## config.mk

```make
export PLATFORM = sky130hd
export DESIGN_NAME = adc_fill_packer
export DESIGN_NICKNAME = d
export VERILOG_FILES = /design/src/rtl/adc_fill_packer.sv
export SDC_FILE = /design/constraint.sdc
export NUM_CORES = 1
export LEC_CHECK = 0
export ABC_AREA = 0
export CORE_MARGIN = 5
export CORE_UTILIZATION = 40
export DETAILED_ROUTE_END_ITERATION = 10
export PLACE_DENSITY_LB_ADDON = 0.1
export SLEW_MARGIN = 40
export SYNTH_ARGS = -nofsm -noshare
export SYNTH_HDL_FRONTEND = slang
export SYNTH_SLANG_ARGS = --single-unit
```

## constraint.sdc

```tcl
create_clock -name i_clk -period 2.3 [get_ports i_clk]
set_clock_uncertainty 0.2 [all_clocks]
set_input_delay 0.46 -clock i_clk [delete_from_list [all_inputs] [get_ports i_clk]]
set_output_delay 0.46 -clock i_clk [all_outputs]
set_load 0.01 [all_outputs]
```

## src/rtl/adc_fill_packer.sv

```systemverilog
// adc_fill_packer: builds one fill record (header, burst_cnt packed ADC words,
// checksum) and pushes it into the 128-bit DDR3 write FIFO.
// Optional feature macro: PACKER_CKSUM_EN (defined: running XOR checksum,
// undefined: checksum word is all zeros; record length is unchanged).
module adc_fill_packer #(
    parameter int CNT_W       = 23,
    parameter int SYNC_STAGES = 2
) (
    input  logic             i_clk,
    input  logic             i_reset,
    input  logic             i_acq_enabled,
    input  logic             i_trig,
    input  logic [23:0]      i_fill_num,
    input  logic [CNT_W-1:0] i_start_addr,
    input  logic [CNT_W-1:0] i_burst_cnt,
    input  logic [63:0]      i_adc_dat,
    input  logic             i_adc_valid,
    output logic             o_adc_rdy,
    output logic [127:0]     o_fifo_dat,
    output logic             o_fifo_wr_en,
    input  logic             i_fifo_full,
    input  logic             i_ddr3_wr_done,
    output logic             o_acq_done,
    output logic [23:0]      o_fill_cntr
);

    typedef enum logic [2:0] {
        S_IDLE  = 3'd0,
        S_HDR   = 3'd1,
        S_DATA  = 3'd2,
        S_CKSUM = 3'd3,
        S_FLUSH = 3'd4,
        S_DONE  = 3'd5
    } t_state;

    localparam logic [CNT_W:0]   BEAT_ZERO = {(CNT_W+1){1'b0}};
    localparam logic [CNT_W:0]   BEAT_ONE  = {{CNT_W{1'b0}}, 1'b1};
    localparam logic [CNT_W-1:0] WORD_ZERO = {CNT_W{1'b0}};
    localparam logic [CNT_W-1:0] WORD_ONE  = {{(CNT_W-1){1'b0}}, 1'b1};

    t_state                 r_state;
    t_state                 w_state_nxt;

    logic [23:0]            r_fill_num;
    logic [CNT_W-1:0]       r_start_addr;
    logic [CNT_W-1:0]       r_burst_cnt;
    logic [CNT_W:0]         r_beats_rem;
    logic [CNT_W-1:0]       r_word_cnt;
    logic [63:0]            r_half;
    logic                   r_half_pending;
    logic [127:0]           r_ow_dat;
    logic                   r_ow_valid;
    logic [23:0]            r_fill_cntr;
    logic [SYNC_STAGES-1:0] r_sync;

    logic                   w_ow_free;
    logic                   w_beat_acc;
    logic                   w_word_load;
    logic                   w_load_hdr;
    logic                   w_load_ck;
    logic                   w_cnt_inc;
    logic                   w_load;
    logic [127:0]           w_load_dat;
    logic [127:0]           w_hdr;
    logic [127:0]           w_word;
    logic [127:0]           w_cksum_word;
    logic [22:0]            w_hdr_addr;
    logic [22:0]            w_hdr_cnt;

    // Header fields are fixed at 23 bits regardless of CNT_W.
    assign w_hdr_addr = 23'(r_start_addr);
    assign w_hdr_cnt  = 23'(r_burst_cnt);
    assign w_hdr      = {2'b01, 26'b0, r_fill_num, w_hdr_addr, 30'b0, w_hdr_cnt};
    assign w_word     = {i_adc_dat, r_half};

    // The output register may take a new word when empty or drained this cycle.
    assign o_fifo_wr_en = r_ow_valid & ~i_fifo_full;
    assign w_ow_free    = ~r_ow_valid | o_fifo_wr_en;
    assign o_adc_rdy    = (r_state == S_DATA) & (r_beats_rem != BEAT_ZERO) &
                          (~r_half_pending | w_ow_free);
    assign w_beat_acc   = o_adc_rdy & i_adc_valid;
    assign w_word_load  = w_beat_acc & r_half_pending;
    assign w_load       = w_load_hdr | w_word_load | w_load_ck;
    assign o_fifo_dat   = r_ow_dat;
    assign o_acq_done   = (r_state == S_DONE);
    assign o_fill_cntr  = r_fill_cntr;

`ifdef PACKER_CKSUM_EN
    logic [127:0] r_cksum;

    function automatic logic [127:0] f_cksum_step(input logic [127:0] acc,
                                                  input logic [127:0] word);
        return acc ^ word;
    endfunction

    // Running XOR over the header and every data word of the current fill
    always_ff @(posedge i_clk) begin
        if (i_reset || !i_acq_enabled) begin
            r_cksum <= 128'b0;
        end else if (w_load_hdr) begin
            r_cksum <= w_hdr;
        end else if (w_word_load) begin
            r_cksum <= f_cksum_step(r_cksum, w_word);
        end
    end

    assign w_cksum_word = r_cksum;
`else
    assign w_cksum_word = 128'b0;
`endif

    // State register; acquisition disable overrides every transition
    always_ff @(posedge i_clk) begin
        if (i_reset) begin
            r_state <= S_IDLE;
        end else if (!i_acq_enabled) begin
            r_state <= S_IDLE;
        end else begin
            r_state <= w_state_nxt;
        end
    end

    // Next-state and output-register load decisions
    always_comb begin
        w_state_nxt = r_state;
        w_load_hdr  = 1'b0;
        w_load_ck   = 1'b0;
        w_cnt_inc   = 1'b0;
        case (r_state)
            S_IDLE: begin
                if (i_trig) begin
                    w_state_nxt = S_HDR;
                end else begin
                    w_state_nxt = S_IDLE;
                end
            end
            S_HDR: begin
                if (w_ow_free) begin
                    w_load_hdr = 1'b1;
                    if (r_burst_cnt == WORD_ZERO) begin
                        w_state_nxt = S_CKSUM;
                    end else begin
                        w_state_nxt = S_DATA;
                    end
                end else begin
                    w_state_nxt = S_HDR;
                end
            end
            S_DATA: begin
                if ((r_word_cnt == WORD_ZERO) && w_ow_free) begin
                    w_state_nxt = S_CKSUM;
                end else begin
                    w_state_nxt = S_DATA;
                end
            end
            S_CKSUM: begin
                if (w_ow_free) begin
                    w_load_ck   = 1'b1;
                    w_state_nxt = S_FLUSH;
                end else begin
                    w_state_nxt = S_CKSUM;
                end
            end
            S_FLUSH: begin
                if (!r_ow_valid) begin
                    w_cnt_inc   = 1'b1;
                    w_state_nxt = S_DONE;
                end else begin
                    w_state_nxt = S_FLUSH;
                end
            end
            S_DONE: begin
                if (r_sync[SYNC_STAGES-1]) begin
                    w_state_nxt = S_IDLE;
                end else begin
                    w_state_nxt = S_DONE;
                end
            end
            default: begin
                w_state_nxt = S_IDLE;
            end
        endcase
    end

    // Select which word enters the output register
    always_comb begin
        w_load_dat = w_word;
        if (w_load_hdr) begin
            w_load_dat = w_hdr;
        end else if (w_load_ck) begin
            w_load_dat = w_cksum_word;
        end else begin
            w_load_dat = w_word;
        end
    end

    // Capture fill parameters at the trigger so later input changes are ignored
    always_ff @(posedge i_clk) begin
        if (i_reset || !i_acq_enabled) begin
            r_fill_num   <= 24'b0;
            r_start_addr <= WORD_ZERO;
            r_burst_cnt  <= WORD_ZERO;
        end else if ((r_state == S_IDLE) && i_trig) begin
            r_fill_num   <= i_fill_num;
            r_start_addr <= i_start_addr;
            r_burst_cnt  <= i_burst_cnt;
        end
    end

    // Beat and word counters for the current fill
    always_ff @(posedge i_clk) begin
        if (i_reset || !i_acq_enabled) begin
            r_beats_rem <= BEAT_ZERO;
            r_word_cnt  <= WORD_ZERO;
        end else if ((r_state == S_IDLE) && i_trig) begin
            r_beats_rem <= {i_burst_cnt, 1'b0};
            r_word_cnt  <= i_burst_cnt;
        end else begin
            if (w_beat_acc) begin
                r_beats_rem <= r_beats_rem - BEAT_ONE;
            end
            if (w_word_load) begin
                r_word_cnt <= r_word_cnt - WORD_ONE;
            end
        end
    end

    // Half-word slot: the first beat of each pair waits here for its partner
    always_ff @(posedge i_clk) begin
        if (i_reset || !i_acq_enabled) begin
            r_half         <= 64'b0;
            r_half_pending <= 1'b0;
        end else if (w_beat_acc) begin
            if (r_half_pending) begin
                r_half_pending <= 1'b0;
            end else begin
                r_half         <= i_adc_dat;
                r_half_pending <= 1'b1;
            end
        end
    end

    // Output register: holds the word until the FIFO takes it
    always_ff @(posedge i_clk) begin
        if (i_reset || !i_acq_enabled) begin
            r_ow_dat   <= 128'b0;
            r_ow_valid <= 1'b0;
        end else if (w_load) begin
            r_ow_dat   <= w_load_dat;
            r_ow_valid <= 1'b1;
        end else if (o_fifo_wr_en) begin
            r_ow_valid <= 1'b0;
        end
    end

    // Completed-fill counter, survives aborts and wraps naturally
    always_ff @(posedge i_clk) begin
        if (i_reset) begin
            r_fill_cntr <= 24'b0;
        end else if (i_acq_enabled && w_cnt_inc) begin
            r_fill_cntr <= r_fill_cntr + 24'd1;
        end
    end

    // Synchronizer for the DDR3 writer's DONE indication
    always_ff @(posedge i_clk) begin
        if (i_reset) begin
            r_sync <= {SYNC_STAGES{1'b0}};
        end else begin
            r_sync <= {r_sync[SYNC_STAGES-2:0], i_ddr3_wr_done};
        end
    end

endmodule

```

=== Word level (Yosys, flattened, before mapping) ===
Index checks and enable logic that the tools add are counted.

* Output and inout bits: 155
* Word-level logic and storage cells: 71
* Register bits after elaboration: 340
* Input bits: 141

* Add/sub/neg operators: 3
* Equality and inequality tests: 5
* Bitwise gates (word level): 13
* Muxes and demuxes: 22
* Reduce and logical (&&, ||, !) cells: 15

{| class="wikitable"
|+ Operators with widths
! operator !! number
|-
| $mux 128 || 2
|-
| $mux 24 || 2
|-
| $logic_not 23->1 || 2
|-
| $mux 23 || 2
|-
| $add 24x1->24 const B || 1
|-
| $reduce_bool 24->1 || 1
|-
| $sub 24x1->24 const B || 1
|-
| $sub 23x1->23 const B || 1
|-
| $pmux 3 s6 || 1
|-
| $mux 1 || 12
|-
| $mux 3 || 3
|-
| $eq 3x2->1 const B || 2
|-
| $eq 3x3->1 const B || 2
|-
| $reduce_bool 2->1 || 3
|-
| $and 1x1->1 || 5
|-
| $not 1->1 || 4
|-
| $or 1x1->1 || 4
|-
| $reduce_or 2->1 || 2
|-
| $eq 3x1->1 const B || 1
|-
| $logic_and 1x1->1 || 3
|-
| $logic_not 3->1 || 1
|-
| $reduce_and 2->1 || 1
|-
| $logic_not 1->1 || 1
|-
| $logic_or 1x1->1 || 1
|}

=== Longest topological paths before layout ===
Gate-level depths: netlist of run 1.

* Word-level depth: 10
* Gate-level depth with buffers: 10
* Gate-level depth less buffers: 7

=== Least setup slack after synthesis of run 1 ===
Ideal clock, no wire load.

* Path type: reg2reg
* Start point: register r_beats_rem[0]
* End point: register r_ow_dat[99] (netlist: o_fifo_dat[99])
* Setup slack: 0.008 ns
* Clock period less this slack: 2.292 ns
* Data required time: 2.008 ns
* Cell stages (with the launch flop): 11
* Data arrival time: 2.000 ns
* Library setup time: 0.092 ns
* Buffers on the path: 3
* Path through: dfxtp_1 -> inv_1 -> ha_1 -> nor4b_1 -> and3_1 -> buf_6 -> a21oi_1 -> buf_2 -> clkbuf_1 -> nor3_1 -> nor4_1

* Word-level cells in the longest chain between the ends: 7

{| class="wikitable"
|+ RTL lines
! element !! RTL line !! source
|-
| start: declaration || 47 || <nowiki>logic [CNT_W:0] r_beats_rem;</nowiki>
|-
| start signal: assignment || 216 || <nowiki>r_beats_rem <= {i_burst_cnt, 1'b0};</nowiki>
|-
| start signal: assignment || 220 || <nowiki>r_beats_rem <= r_beats_rem - BEAT_ONE;</nowiki>
|-
| $reduce_bool 24->1 || 79 || <nowiki>assign o_adc_rdy = (r_state == S_DATA) & (r_beats_rem != BEAT_ZERO) &</nowiki>
|-
| $and 1x1->1 (2 in series) || 79 ||
|-
| $and 1x1->1 || 81 || <nowiki>assign w_beat_acc = o_adc_rdy & i_adc_valid;</nowiki>
|-
| $and 1x1->1 || 82 || <nowiki>assign w_word_load = w_beat_acc & r_half_pending;</nowiki>
|-
| $or 1x1->1 (2 in series) || 83 || <nowiki>assign w_load = w_load_hdr | w_word_load | w_load_ck;</nowiki>
|-
| end signal: assignment || 249 || <nowiki>r_ow_dat <= w_load_dat;</nowiki>
|-
| end: declaration || 51 || <nowiki>logic [127:0] r_ow_dat;</nowiki>
|}

Every way passes these cells.
A chain may end at the register's enable or synchronous reset.

=== Worst setup path in the final report of run 1 ===
* Start point: register r_beats_rem[0]
* End point: output o_adc_rdy

* Word-level cells in the longest chain between the ends: 3

{| class="wikitable"
|+ RTL lines
! element !! RTL line !! source
|-
| $reduce_bool 24->1 || 79 ||
|-
| $and 1x1->1 (2 in series) || 79 ||
|-
| end: declaration || 18 || <nowiki>output logic o_adc_rdy,</nowiki>
|}

Every way passes these cells.

==> qor.csv, run 1 <==
stage,metric,value,unit
die,rows,68,
routing,dr.pass1.iters,5,
cells_and_area,fillers,2816,
worst_setup_path,startpoint_type,flip-flop,
cells_and_area,multiInputGateArea,8080,um2
timing,fin_crit_sh,1.05,
timing,min_period,2.43,ns
cells_and_area,final_area,22500,um2
worst_setup_path,cp-end-kind,primary output,
worst_hold_path,min_delay_worst_endpoint,r_sync[1],
timing,setup_tns,-2.28,ns
synth,ys_seq_elements,340,
clock_network,cts_tree,built,
placement,dpl.hpwl,34400,um
worst_hold_path,min_from,r_sync[0],
routing,dr_wl_met3,4090,um
power_and_ir_drop,finalPower,14.0,mW
placement,routabilityCongestion,0.950,
routing,ant_nets,0,
worst_setup_path,rrSetupSlack,-0.09,ns
global_route,grt_overflow,0,
worst_setup_path,timing.rr.end,r_half[59],
die,coreArea,34500,um2
clock_network,clock_path_buffers,3,
synth,synth.distinct_cells,60,
timing,fin_ws,-0.126,ns
timing,setup_viol,64,
die,io_pins,296,
routing,routedWlPerCell,20.9,um
worst_setup_path,crit_family,simple AND/OR/NAND/NOR gates,
power_and_ir_drop,power.density,622,nW/um2
synth,ys.flop_type,dfxtp_1,
timing,fmax,412,MHz
global_route,antenna_found_initial,0,
worst_setup_path,path_buf_inv,2,
run_status,outcome,"finished, violations left",
worst_setup_path,slowest_stage,dfxtp_2,
cells_and_area,seqCellArea,6830,um2
timing,hold_viol,0,
worst_setup_path,reg2regPathDepth,13,
placement,place_inst,2521,
clock_network,cts_buffers,38,
synth,syn_nets,1896,
cells_and_area,stdcell_count,2662,
cells_and_area,area_growth,62.2,%
synth,synth_area_per_cell,7.94,um2
worst_setup_path,cp.required,1.64,ns
synth,synth_warnings,0,
routing,drtIter0Drc,1112,
run_status,violations,negative setup slack,
worst_hold_path,hold_path_class,reg -> reg,
cells_and_area,fin_util,0.654,
power_and_ir_drop,leakage,8.12,nW
cells_and_area,drive_gt1_frac,0.265,
routing,wl_met2,26700,um
timing,worstMarginPinSlew,0.605,ns
clock_network,clock_latency,0.53,ns
synth,synth_cells,1750,
clock_network,cts_num_sinks,340,
synth,ys_async_sr_fraction,0,
cells_and_area,final_nets,2325,
synth,seq_area_frac_synth,0.490,
die,die_area,38600,um2
worst_setup_path,cpPeakStageDelay,0.33,ns
routing,drcViolationCount,0,
die,die_w,196,um
global_route,grt_pass1_vias,14100,
clock_network,postCtsHoldBufs,0,
routing,dr.max_layer_used,met4,
job,cap_viol_max_count,0,
timing,fin_hold_ws,0.245,ns
clock_network,cts_root_buffer,clkbuf_16,
clock_network,clkSlewWorstSetupHoldPaths,0.06,ns
global_route,grt_max_degree,74,
routing,met1Wirelength,23300,um
synth,synth_edf_count,0,
routing,vias,15100,
global_route,grtUsageTotal,0.249,
routing,wl,55700,um
worst_setup_path,arrival,1.77,ns
placement,post_dp_cell_area,18500,um2
worst_setup_path,crit_chain,"inv_2, ha_4, nor4b_4, and3_4, a21oi_2, buf_2",
worst_setup_path,r2r_start,r_beats_rem[10],
worst_hold_path,hold_depth,1,
die,die_y,196,um
power_and_ir_drop,worst_ir_drop_vdd,0.453,mV
synth,syn_area,13900,um2
timing,rsz0062_at_grt,true,
cells_and_area,antenna_cells,0,
die,start_util,0.403,
clock_network,cts_htree_levels,2,
placement,place_worst_setup_slack,-0.369,ns
worst_setup_path,cp_max_fo,2,
placement,port_buffers,295,
timing,slew_headroom,0.593,
global_route,grt_first_pass_wirelength,78800,um
timing,final_max_slew_viol_count,0,
routing,viasPerCell,5.68,
worst_setup_path,critPathKind,reg -> out,
## sequential cells by signal, indices dropped and copies added, names as in the netlist
name / count
o_fifo_dat: 128
r_word_cnt: 23
r_half_pending: 1
o_fill_cntr: 24
r_burst_cnt: 23
r_state: 3
r_fill_num: 24
r_start_addr: 23
r_half: 64
r_sync: 2
r_beats_rem: 24
r_ow_valid: 1
## how the worst max path moves through the flow
| stage | startpoint | end | slack (ns) | cells past startpoint |
|---|---|---|---|---|
| finish | r_beats_rem[0] | o_adc_rdy | -0.13 | 6 |
| global route | r_beats_rem[10] | o_adc_rdy | -0.19 | 6 |
| CTS | r_beats_rem[0] | o_adc_rdy | -0.15 | 7 |
| detailed placement | i_fifo_full | o_fifo_dat[67] | -0.37 | 8 |
| global placement | i_fifo_full | o_fifo_dat[46] | -0.26 | 8 |
| floorplan | r_beats_rem[0] | o_fifo_dat[99] | 0.008 | 10 |
## cell usage in the layout, fill, tap and decap left out, types with 6 or more instances in the layout
cell type / instances
a21oi_1: 219
a21oi_2: 71
a31oi_1: 21
and3_1: 7
and4_1: 6
buf_12: 37
buf_16: 7
buf_4: 151
buf_6: 17
buf_8: 11
clkbuf_1: 9
clkbuf_16: 54
clkbuf_8: 8
clkdlybuf4s50_1: 292
dfxtp_1: 326
dfxtp_2: 13
inv_1: 6
nand2_1: 297
nand2_2: 20
nand2_4: 36
nand3_1: 79
nand4_1: 16
nor2_1: 88
nor3_1: 41
nor3_2: 26
nor3_4: 38
nor4_1: 59
nor4_2: 30
o211ai_1: 18
o21ai_0: 32
or3_1: 15
or4_1: 7
xnor2_1: 21
xor2_1: 13
## synthesized netlist by cell type, types with 2 or more instances
cell type / n / area (um2)
nor4_2: 4 / 50.1
or2_0: 3 / 18.8
a211oi_1: 4 / 30.0
or4_4: 2 / 22.5
o21ai_0: 32 / 160
a21oi_1: 291 / 1460
or4b_1: 3 / 30.0
buf_2: 29 / 145
nor4_1: 90 / 563
o21ai_1: 3 / 15.0
or4_1: 10 / 75.1
o31ai_1: 3 / 22.5
o2111ai_1: 4 / 35.0
nand3_1: 82 / 410
xnor2_1: 22 / 193
a31oi_1: 21 / 131
xor2_1: 13 / 114
nor2b_1: 4 / 25.0
and3_1: 9 / 56.3
buf_1: 8 / 30.0
nor4b_1: 4 / 35.0
nand2b_1: 4 / 25.0
o211ai_1: 18 / 135
inv_1: 11 / 41.3
and4_1: 6 / 52.6
nor3_1: 105 / 526
nand2_1: 353 / 1330
nor2_1: 90 / 338
ha_1: 5 / 62.6
o311ai_0: 2 / 17.5
and2_1: 3 / 18.8
or3_1: 15 / 93.8
o311ai_1: 4 / 35.0
clkbuf_1: 109 / 409
o21ai_2: 2 / 17.5
nand4_1: 16 / 100
dfxtp_1: 340 / 6810
o21a_1: 4 / 30.0
## cells by family after synthesis
| kind of cell | synth area share |
|---|---|
| AND/OR/NAND/NOR | 0.277 |
| AO/OA/AOI/OAI | 0.159 |
| adder cells (fa/ha/maj) | 0.00450 |
| buffers and inverters | 0.0458 |
| multiplexers | 0.00153 |
| XOR/XNOR | 0.0221 |
| flip-flops | 0.490 |
## final cells by class
class,count,area share
Timing Repair Buffer,535,0.256
Clock inverter,13,0.00627
Inverter,11,0.00183
Multi-Input combinational cell,1253,0.359
Tap cell,455,0.0253
Clock buffer,55,0.0486
Sequential cell,340,0.303
## power breakdown
group          switching [mW]  internal [mW]  total [mW]
sequential             0.0931           6.00        6.09
clock                    2.52           3.55        6.07
combinational           0.977          0.871        1.85
total                    3.59           10.4        14.0
## metal layers
layer | vias up | track usage
met5 | - | 0
met1 | 7330 | 0.341
li1 | 7058 | -
met3 | 104 | 0.0492
met2 | 620 | 0.403
met4 | 0 | 0.0654
## worst reg2reg max path: cells and delay by family (launching register included)
family | cells | cell delay (ns)
AND/OR/NAND/NOR | 3 | 0.28
flip-flops | 1 | 0.34
AO/OA/AOI/OAI | 2 | 0.43
buffers and inverters | 8 | 1.08
## timing repair
item / 4_1_cts / 5_1_grt
cloned: 7 / 21
gates resized for setup: 52 / 371
setup endpoints to repair: 168 / 222
setup buffers: 17 / 31
pin swaps: 16 / 173
(Power assumes the default switching activity.)
==> run 2, diff against run 1 <==
- CELL_PAD_IN_SITES_DETAIL_PLACEMENT: not set -> 0
- CELL_PAD_IN_SITES_GLOBAL_PLACEMENT: not set -> 1
- CORE_UTILIZATION: 40 -> 34
- SLEW_MARGIN: 40 -> 20
==> run 2 against run 1 <==
Against the previous run: combinational power is 7% lower; worst hold slack better by 0.0014 ns; final area is 6.4% lower; the run still ends with negative setup slack left; clock-buffer cell count is 1 lower; highest routed layer unchanged.
==> qor.csv, run 2 (synthesis results as in run 1) <==
stage,metric,value,unit
cells_and_area,drive_gt1_frac,0.169,
worst_hold_path,min_delay_worst_endpoint,o_fifo_dat[43],
timing,setup_viol,2,
worst_setup_path,timing.rr.end,r_word_cnt[14],
worst_setup_path,cp.required,1.64,ns
worst_setup_path,cpPeakStageDelay,0.34,ns
placement,dpl.hpwl,35800,um
worst_setup_path,critPathKind,reg -> out,
die,rows,74,
timing,fmax,411,MHz
clock_network,cts_buffers,39,
worst_hold_path,hold_depth,2,
power_and_ir_drop,finalPower,14.1,mW
die,io_pins,296,
global_route,grt_first_pass_wirelength,80300,um
cells_and_area,fillers,3879,
cells_and_area,seqCellArea,6830,um2
die,coreArea,40600,um2
clock_network,cts_root_buffer,clkbuf_16,
global_route,grt_pass1_vias,13900,
worst_setup_path,cp_max_fo,2,
routing,vias,14300,
power_and_ir_drop,leakage,7.48,nW
cells_and_area,fin_util,0.519,
placement,routabilityCongestion,0.867,
cells_and_area,area_growth,51.9,%
cells_and_area,multiInputGateArea,6880,um2
clock_network,clock_latency,0.55,ns
timing,fin_ws,-0.136,ns
run_status,violations,negative setup slack,
cells_and_area,stdcell_count,2717,
placement,place_worst_setup_slack,-0.343,ns
die,die_y,212,um
timing,fin_crit_sh,1.06,
worst_setup_path,rrSetupSlack,-0.03,ns
cells_and_area,final_common_cell,nand2_1,
worst_setup_path,cp-end-kind,primary output,
global_route,grt_max_degree,74,
worst_hold_path,hold_path_class,reg -> reg,
clock_network,postCtsHoldBufs,0,
clock_network,clock_path_buffers,3,
die,start_util,0.342,
timing,setup_tns,-0.164,ns
cells_and_area,antenna_cells,0,
clock_network,cts_tree,built,
clock_network,cts_htree_levels,2,
routing,routedWlPerCell,20.3,um
routing,drtIter0Drc,1013,
worst_setup_path,slowest_stage,dfxtp_2,
run_status,outcome,"finished, violations left",
worst_hold_path,min_from,r_half[43],
cells_and_area,largest_reg_flops,128,
cells_and_area,final_nets,2305,
die,die_w,212,um
worst_setup_path,r2r_start,r_word_cnt[0],
worst_setup_path,reg2regPathDepth,8,
timing,worstMarginPinSlew,0.559,ns
timing,final_max_slew_viol_count,0,
routing,ant_nets,0,
clock_network,clkSlewWorstSetupHoldPaths,0.06,ns
cells_and_area,final_cell_mix,"nand2_1 (351), dfxtp_1 (324), clkdlybuf4s50_1 (292)",
global_route,grt_overflow,0,
routing,dr.pass1.iters,5,
timing,rsz0062_at_grt,true,
job,cap_viol_max_count,0,
timing,min_period,2.44,ns
power_and_ir_drop,power.density,670,nW/um2
routing,viasPerCell,5.25,
timing,slew_headroom,0.624,
global_route,antenna_found_initial,0,
worst_setup_path,startpoint_type,flip-flop,
placement,place_inst,2596,
worst_setup_path,crit_chain,"nor4_4, buf_4, and3_4, a21oi_2, buf_2",
timing,hold_viol,0,
global_route,grtUsageTotal,0.224,
clock_network,cts_num_sinks,340,
die,die_area,45000,um2
worst_setup_path,arrival,1.78,ns
power_and_ir_drop,worst_ir_drop_vdd,0.432,mV
routing,drcViolationCount,0,
placement,port_buffers,295,
routing,wl,55000,um
run 2: cell types whose count changed in the layout (fill, tap and decap cells not counted), sizes merged:
cell / before / now
buf: 225 / 209
dlygate4sd2: 0 / 2
inv: 13 / 12
clkinv: 6 / 7
dlymetal6s2s: 1 / 0
o21ai: 37 / 38
bufinv: 2 / 5
clkdlybuf4s15: 1 / 0
clkinvlp: 3 / 0
a211o: 2 / 1
bufbuf: 0 / 1
clkbuf: 71 / 64
run 2: worst max path at each step:
| stage | depth (start not counted) | start | end |
|---|---|---|---|
| 3_3_place_gp | 7 | r_ow_valid | o_fill_cntr[23] |
| 3_5_place_dp | 8 | i_fifo_full | o_fifo_dat[116] |
| 5_1_grt | 4 | r_beats_rem[20] | o_adc_rdy |
| 4_1_cts | 5 | r_beats_rem[7] | o_adc_rdy |
| 2_1_floorplan | 10 | r_beats_rem[0] | o_fifo_dat[99] |
| 6_report | 5 | r_beats_rem[9] | o_adc_rdy |
run 2: layer usage:
| layer | vias up | track usage | part of all wire |
|---|---|---|---|
| li1 | 6992 | - | - |
| met1 | 6781 | 0.306 | 0.45 |
| met2 | 421 | 0.352 | 0.46 |
| met3 | 73 | 0.0528 | 0.068 |
| met4 | 0 | 0.0720 | 0.025 |
| met5 | - | 0 | 0 |
run 2: power breakdown:
group	total, mW	switching (mW)	leakage [nW]	internal [mW]
logic	1.72	0.905	4.09	0.810
registers	6.09	0.0874	2.76	6.00
clock network	6.34	2.50	0.631	3.84
total	14.1	3.49	7.48	10.6
run 2: cell type report:
| cell class | instances | area share |
|---|---|---|
| clock buffer | 54 | 0.0513 |
| timing repair buffer | 514 | 0.256 |
| tap | 532 | 0.0316 |
| clock inverter | 13 | 0.00919 |
| multi-input combinational | 1253 | 0.326 |
| inverter | 11 | 0.00196 |
| sequential | 340 | 0.324 |
run 2: metrics by stage:
stage / instance area, um2 / hold slack, ns
2_1_floorplan: 13900 / 0.214
3_3_place_gp: 18600 / 0.234
3_5_place_dp: 18600 / 0.241
4_1_cts: 20200 / 0.219
5_1_grt: 21100 / 0.265
6_report: 21100 / 0.246
run 2: worst max-delay path: cells and delay by family (launching register included):
kind	cells	cell delay, ns
AO/OA/AOI/OAI	1	0.08
buffers and inverters	2	0.30
flip-flops	1	0.34
AND/OR/NAND/NOR	2	0.51
run 2: repair_timing:
action	4_1_cts	5_1_grt
resized for setup	35	88
buffers inserted	9	29
pin swaps	8	46
cloned	5	12
endpoints found under the setup margin	164	198
==> RTL edit 1 (config.mk and constraints of run 2) <==
The option `PACKER_CKSUM_EN` is turned on by a define.
--- a/src/rtl/adc_fill_packer.sv
+++ b/src/rtl/adc_fill_packer.sv
@@ -4,2 +4,4 @@
 // undefined: checksum word is all zeros; record length is unchanged).
+`define PACKER_CKSUM_EN
+
 module adc_fill_packer #(
Function: changed (a bounded check fails within 4 cycles, from zero or initial values and one cycle with i_reset high).
==> RTL edit 1 against run 2 <==
Wire length grew 54%; sequential cell count grew 128; combinational power grew 55%; total power grew 38%; largest power group is now registers; synthesized area grew 47%; the run still ends with negative setup slack left; worst setup slack lost 0.40 ns; critical endpoint unchanged; final area grew 47%; synthesized cell count grew 41%; clock power grew 32%.
==> RTL edit 1: results (changes against run 2) <==
{
  "sequential_portion_of_the_cell_area": {"value": 0.303, "change": "-0.0208"},
  "critical_r2r_capture": {"value": "r_beats_rem[19]"},
  "cts-resized-gates": {"value": 79, "change": "+130%"},
  "final.setup.worst_slack": {"value": -0.532, "unit": "ns", "change": "-0.396 ns"},
  "detail_route.wirelength": {"value": 84500, "unit": "um", "change": "+54%"},
  "ratio_of_routed_vias_to_standard_cells": {"value": 5.63, "change": "+7.3%"},
  "dr_total_vias": {"value": 20800, "change": "+46%"},
  "clkPwrFrac": {"value": 0.429, "change": "-0.019"},
  "layout.nonclk_buf_frac": {"value": 0.219, "change": "-0.0365"},
  "track_usage": {"value": 0.236, "change": "+0.0122"},
  "drt_iter0_markers": {"value": 1559, "change": "+54%"},
  "synth_fa_ha_area_frac": {"value": 0.00245, "change": "-0.00205"},
  "placedCellCount": {"value": 3499, "change": "+35%"},
  "gp_congestion": {"value": 0.849, "change": "-2.0%"},
  "worstMarginPinSlew": {"value": 0.776, "unit": "ns", "change": "+0.217 ns"},
  "synth-seq-cells": {"value": 468, "change": "+38%"},
  "p_sw_frac": {"value": 0.265, "change": "+0.0180"},
  "post_synth_mux_area_share": {"value": 0.0391, "change": "+0.0375"},
  "tns": {"value": -124.80, "unit": "ns", "change": "-124.63 ns"},
  "clk_latency": {"value": 0.62, "unit": "ns", "change": "+0.07 ns"},
  "antenna_found_initial": {"value": 1, "change": "+1"},
  "r2r_slack": {"value": -0.51, "unit": "ns", "change": "-0.48 ns"},
  "grt_first_pass_wirelength": {"value": 121000, "unit": "um", "change": "+51%"},
  "run_status": {"value": "finished, violations left"},
  "postLayoutCellArea": {"value": 0.0309, "unit": "mm2", "change": "+47%"},
  "synth.top_cells.by_area": {"value": "dfxtp_1 46%, a21oi_1 8.7%, nand2_1 6.6%"},
  "final_report_setup_violation_count": {"value": 378, "change": "+376"},
  "postCtsSetupBuffers": {"value": 37, "change": "+28"},
  "r2r_cells": {"value": 9, "change": "+1"},
  "clockNetworkAreaShare": {"value": 0.0541, "change": "-0.00638"},
  "p_leak": {"value": 10.2, "unit": "nW", "change": "+37%"},
  "power.sequential.fraction": {"value": 0.433, "change": "+0.002"},
  "synth-compound-area-share": {"value": 0.245, "change": "+0.0858"},
  "crit-reg2reg-launch": {"value": "r_beats_rem[11]"},
  "placed_area": {"value": 0.0257, "unit": "mm2", "change": "+38%"},
  "vdd.ir_drop.worst": {"value": 0.553, "unit": "mV", "change": "+28%"},
  "multiInputGateArea": {"value": 0.0121, "unit": "mm2", "change": "+76%"},
  "crit_arrival": {"value": 2.17, "unit": "ns", "change": "+0.39 ns"},
  "dp.final_hpwl": {"value": 52400, "unit": "um", "change": "+47%"},
  "grt_pass1_vias": {"value": 20000, "change": "+44%"},
  "layout.filler_cells": {"value": 5518, "change": "+42%"},
  "synth-seq-area-share": {"value": 0.458, "change": "-0.0315"},
  "hold_path_class": {"value": "in -> reg"},
  "nNetsFinal": {"value": 3027, "change": "+31%"},
  "violations": {"value": "negative setup slack"}
}
==> RTL edit 1: cell count changes after synthesis, moves of 50 or more <==
cell,run 2,this run
a211oi_1,4,73
a21oi_1,291,356
a311oi_1,0,58
clkbuf_1,109,196
dfxtp_1,340,468
mux2_2,0,70
nor3_1,105,42
nor3b_1,1,53
nor4_1,90,16
o211ai_1,18,68
o21ai_0,32,241
xor2_1,13,68
==> RTL edit 1: stage by stage <==
| stage | power (mW) | hold slack (ns) |
|---|---|---|
| after floorplan | 9.58 | 0.214 |
| after global placement | 10.8 | 0.240 |
| after detailed placement | 10.8 | 0.231 |
| after CTS | 19.4 | 0.163 |
| after global routing | 20.2 | 0.183 |
| final | 19.5 | 0.190 |
==> RTL edit 1: how the worst min path moves through the flow <==
stage | slack, ns | from | to | cells after the start
after floorplan | 0.21 | r_sync[0] | r_sync[1] | 1
after global placement | 0.24 | o_fifo_dat[96] | o_fifo_dat[96] | 2
after detailed placement | 0.23 | r_sync[0] | r_sync[1] | 1
after CTS | 0.16 | i_fill_num[12] | r_fill_num[12] | 3
after global routing | 0.18 | i_fill_num[22] | r_fill_num[22] | 3
final | 0.19 | i_fill_num[12] | r_fill_num[12] | 3
==> RTL edit 1: critical path, stage by stage (launching register included) <==
cell and delay [ns]:
dfxtp_2 0.32, or3_4 0.40, buf_6 0.13, nor4_4 0.31, nand2_2 0.12, and3_4 0.16
buf_6 0.12
==> RTL edit 1: layer usage <==
metal	track usage	vias to the layer above	routed length (um)
met5	0	-	0
met4	0.0694	0	2380
met1	0.335	10300	38100
li1	-	9766	-
met2	0.372	632	39000
met3	0.0399	109	4970
==> RTL edit 2 (flow settings as in run 2) <==
Made on the original files. The 6 states of `t_state` get a one-hot encoding in 6 bits.
--- a/src/rtl/adc_fill_packer.sv
+++ b/src/rtl/adc_fill_packer.sv
@@ -26,9 +26,9 @@
 
-    typedef enum logic [2:0] {
-        S_IDLE  = 3'd0,
-        S_HDR   = 3'd1,
-        S_DATA  = 3'd2,
-        S_CKSUM = 3'd3,
-        S_FLUSH = 3'd4,
-        S_DONE  = 3'd5
+    typedef enum logic [5:0] {
+        S_IDLE  = 6'b000001,
+        S_HDR   = 6'b000010,
+        S_DATA  = 6'b000100,
+        S_CKSUM = 6'b001000,
+        S_FLUSH = 6'b010000,
+        S_DONE  = 6'b100000
     } t_state;
Check against the original RTL: no difference found for any inputs over 4 cycles, from zero or initial values and one cycle with i_reset high; so few cycles prove little.
==> RTL edit 2 against run 2 <==
The flow still finishes with violations (negative setup slack); worst setup slack better by 0.013 ns; synthesized area is 2.8% higher; cell count is 4.1% higher; hold slack worse by 0.0084 ns; die area is 2.6% higher; final area is 16% higher; total power is 1.4% lower; sequential cell count is 3 higher; wire length is 9.5% higher; non-clock buffer count is 48 higher; largest cell class unchanged.
==> RTL edit 2: results (changes against run 2) <==
{
  "run_status": {"value": "finished, violations left"},
  "violations": {"value": "negative setup slack"},
  "final_report_setup_violation_count": {"value": 94, "change": "+92"},
  "clkPwrFrac": {"value": 0.446, "change": "-0.002"},
  "final.setup.worst_slack": {"value": -0.123, "unit": "ns", "change": "+0.0131 ns"},
  "drive_above_1_share": {"value": 0.327, "change": "+0.158"},
  "critPathLaunch": {"value": "r_beats_rem[0]"},
  "area.sequential": {"value": 0.00688, "unit": "mm2", "change": "+0.73%"},
  "placedCellCount": {"value": 2655, "change": "+2.3%"},
  "vdd.ir_drop.worst": {"value": 0.472, "unit": "mV", "change": "+9.2%"},
  "layout.filler_cells": {"value": 3770, "change": "-2.8%"},
  "cts_buffers": {"value": 40, "change": "+2.6%"},
  "r2r_cells": {"value": 12, "change": "+4"},
  "clockNetworkAreaShare": {"value": 0.0509, "change": "-0.00955"},
  "grt_first_pass_wirelength": {"value": 82400, "unit": "um", "change": "+2.7%"},
  "synth_fa_ha_area_frac": {"value": 0.00438, "change": "-0.000122"},
  "relSlewSlack": {"value": 0.651, "change": "+0.0275"},
  "power.sequential.fraction": {"value": 0.437, "change": "+0.006"},
  "hold_ws": {"value": 0.238, "unit": "ns", "change": "-0.00841 ns"},
  "ys_types": {"value": 63, "change": "+5.0%"},
  "synth-compound-area-share": {"value": 0.206, "change": "+0.0476"},
  "internal_power": {"value": 10.4, "unit": "mW", "change": "-2.1%"},
  "worst-path-max-fanout": {"value": 6, "change": "+4"},
  "synth_common_cells": {"value": "452 x nand2_1, 343 x dfxtp_1, 231 x a21oi_1"},
  "gp_congestion": {"value": 0.848, "change": "-2.1%"},
  "non_clock_inverter_count": {"value": 85, "change": "+74"},
  "largest_net_degree_at_the_start_of_global_routing": {"value": 69, "change": "-6.8%"},
  "post_synth_mux_area_share": {"value": 0.00377, "change": "+0.00224"}
}
## RTL edit 2: cell count changes after synthesis, moves of 8 or more
cell,run 2,this run
nand2_1,353,452
nor2_1,90,33
a221oi_1,1,70
nor3_1,105,11
xor2_1,13,3
o21ai_0,32,102
xnor2_1,22,30
clkbuf_1,109,85
buf_2,29,40
inv_1,11,85
a21oi_1,291,231
nor4_1,90,21
## RTL edit 2: per-layer routing
layer	track usage	up-vias	part of all wire
met5	0	-	0.00035
met4	0.0752	4	0.025
met3	0.0657	85	0.065
met2	0.365	392	0.48
met1	0.280	7318	0.43
li1	-	7184	-
## RTL edit 2: what timing repair did
action | CTS | global route
buffers inserted | 27 | 34
endpoints found under the setup margin | 277 | 287
gates cloned | 9 | 38
hold buffers | 0 | 0
endpoints found under the hold margin | 0 | 0
pin swaps | 34 | 298
resized for setup | 87 | 567
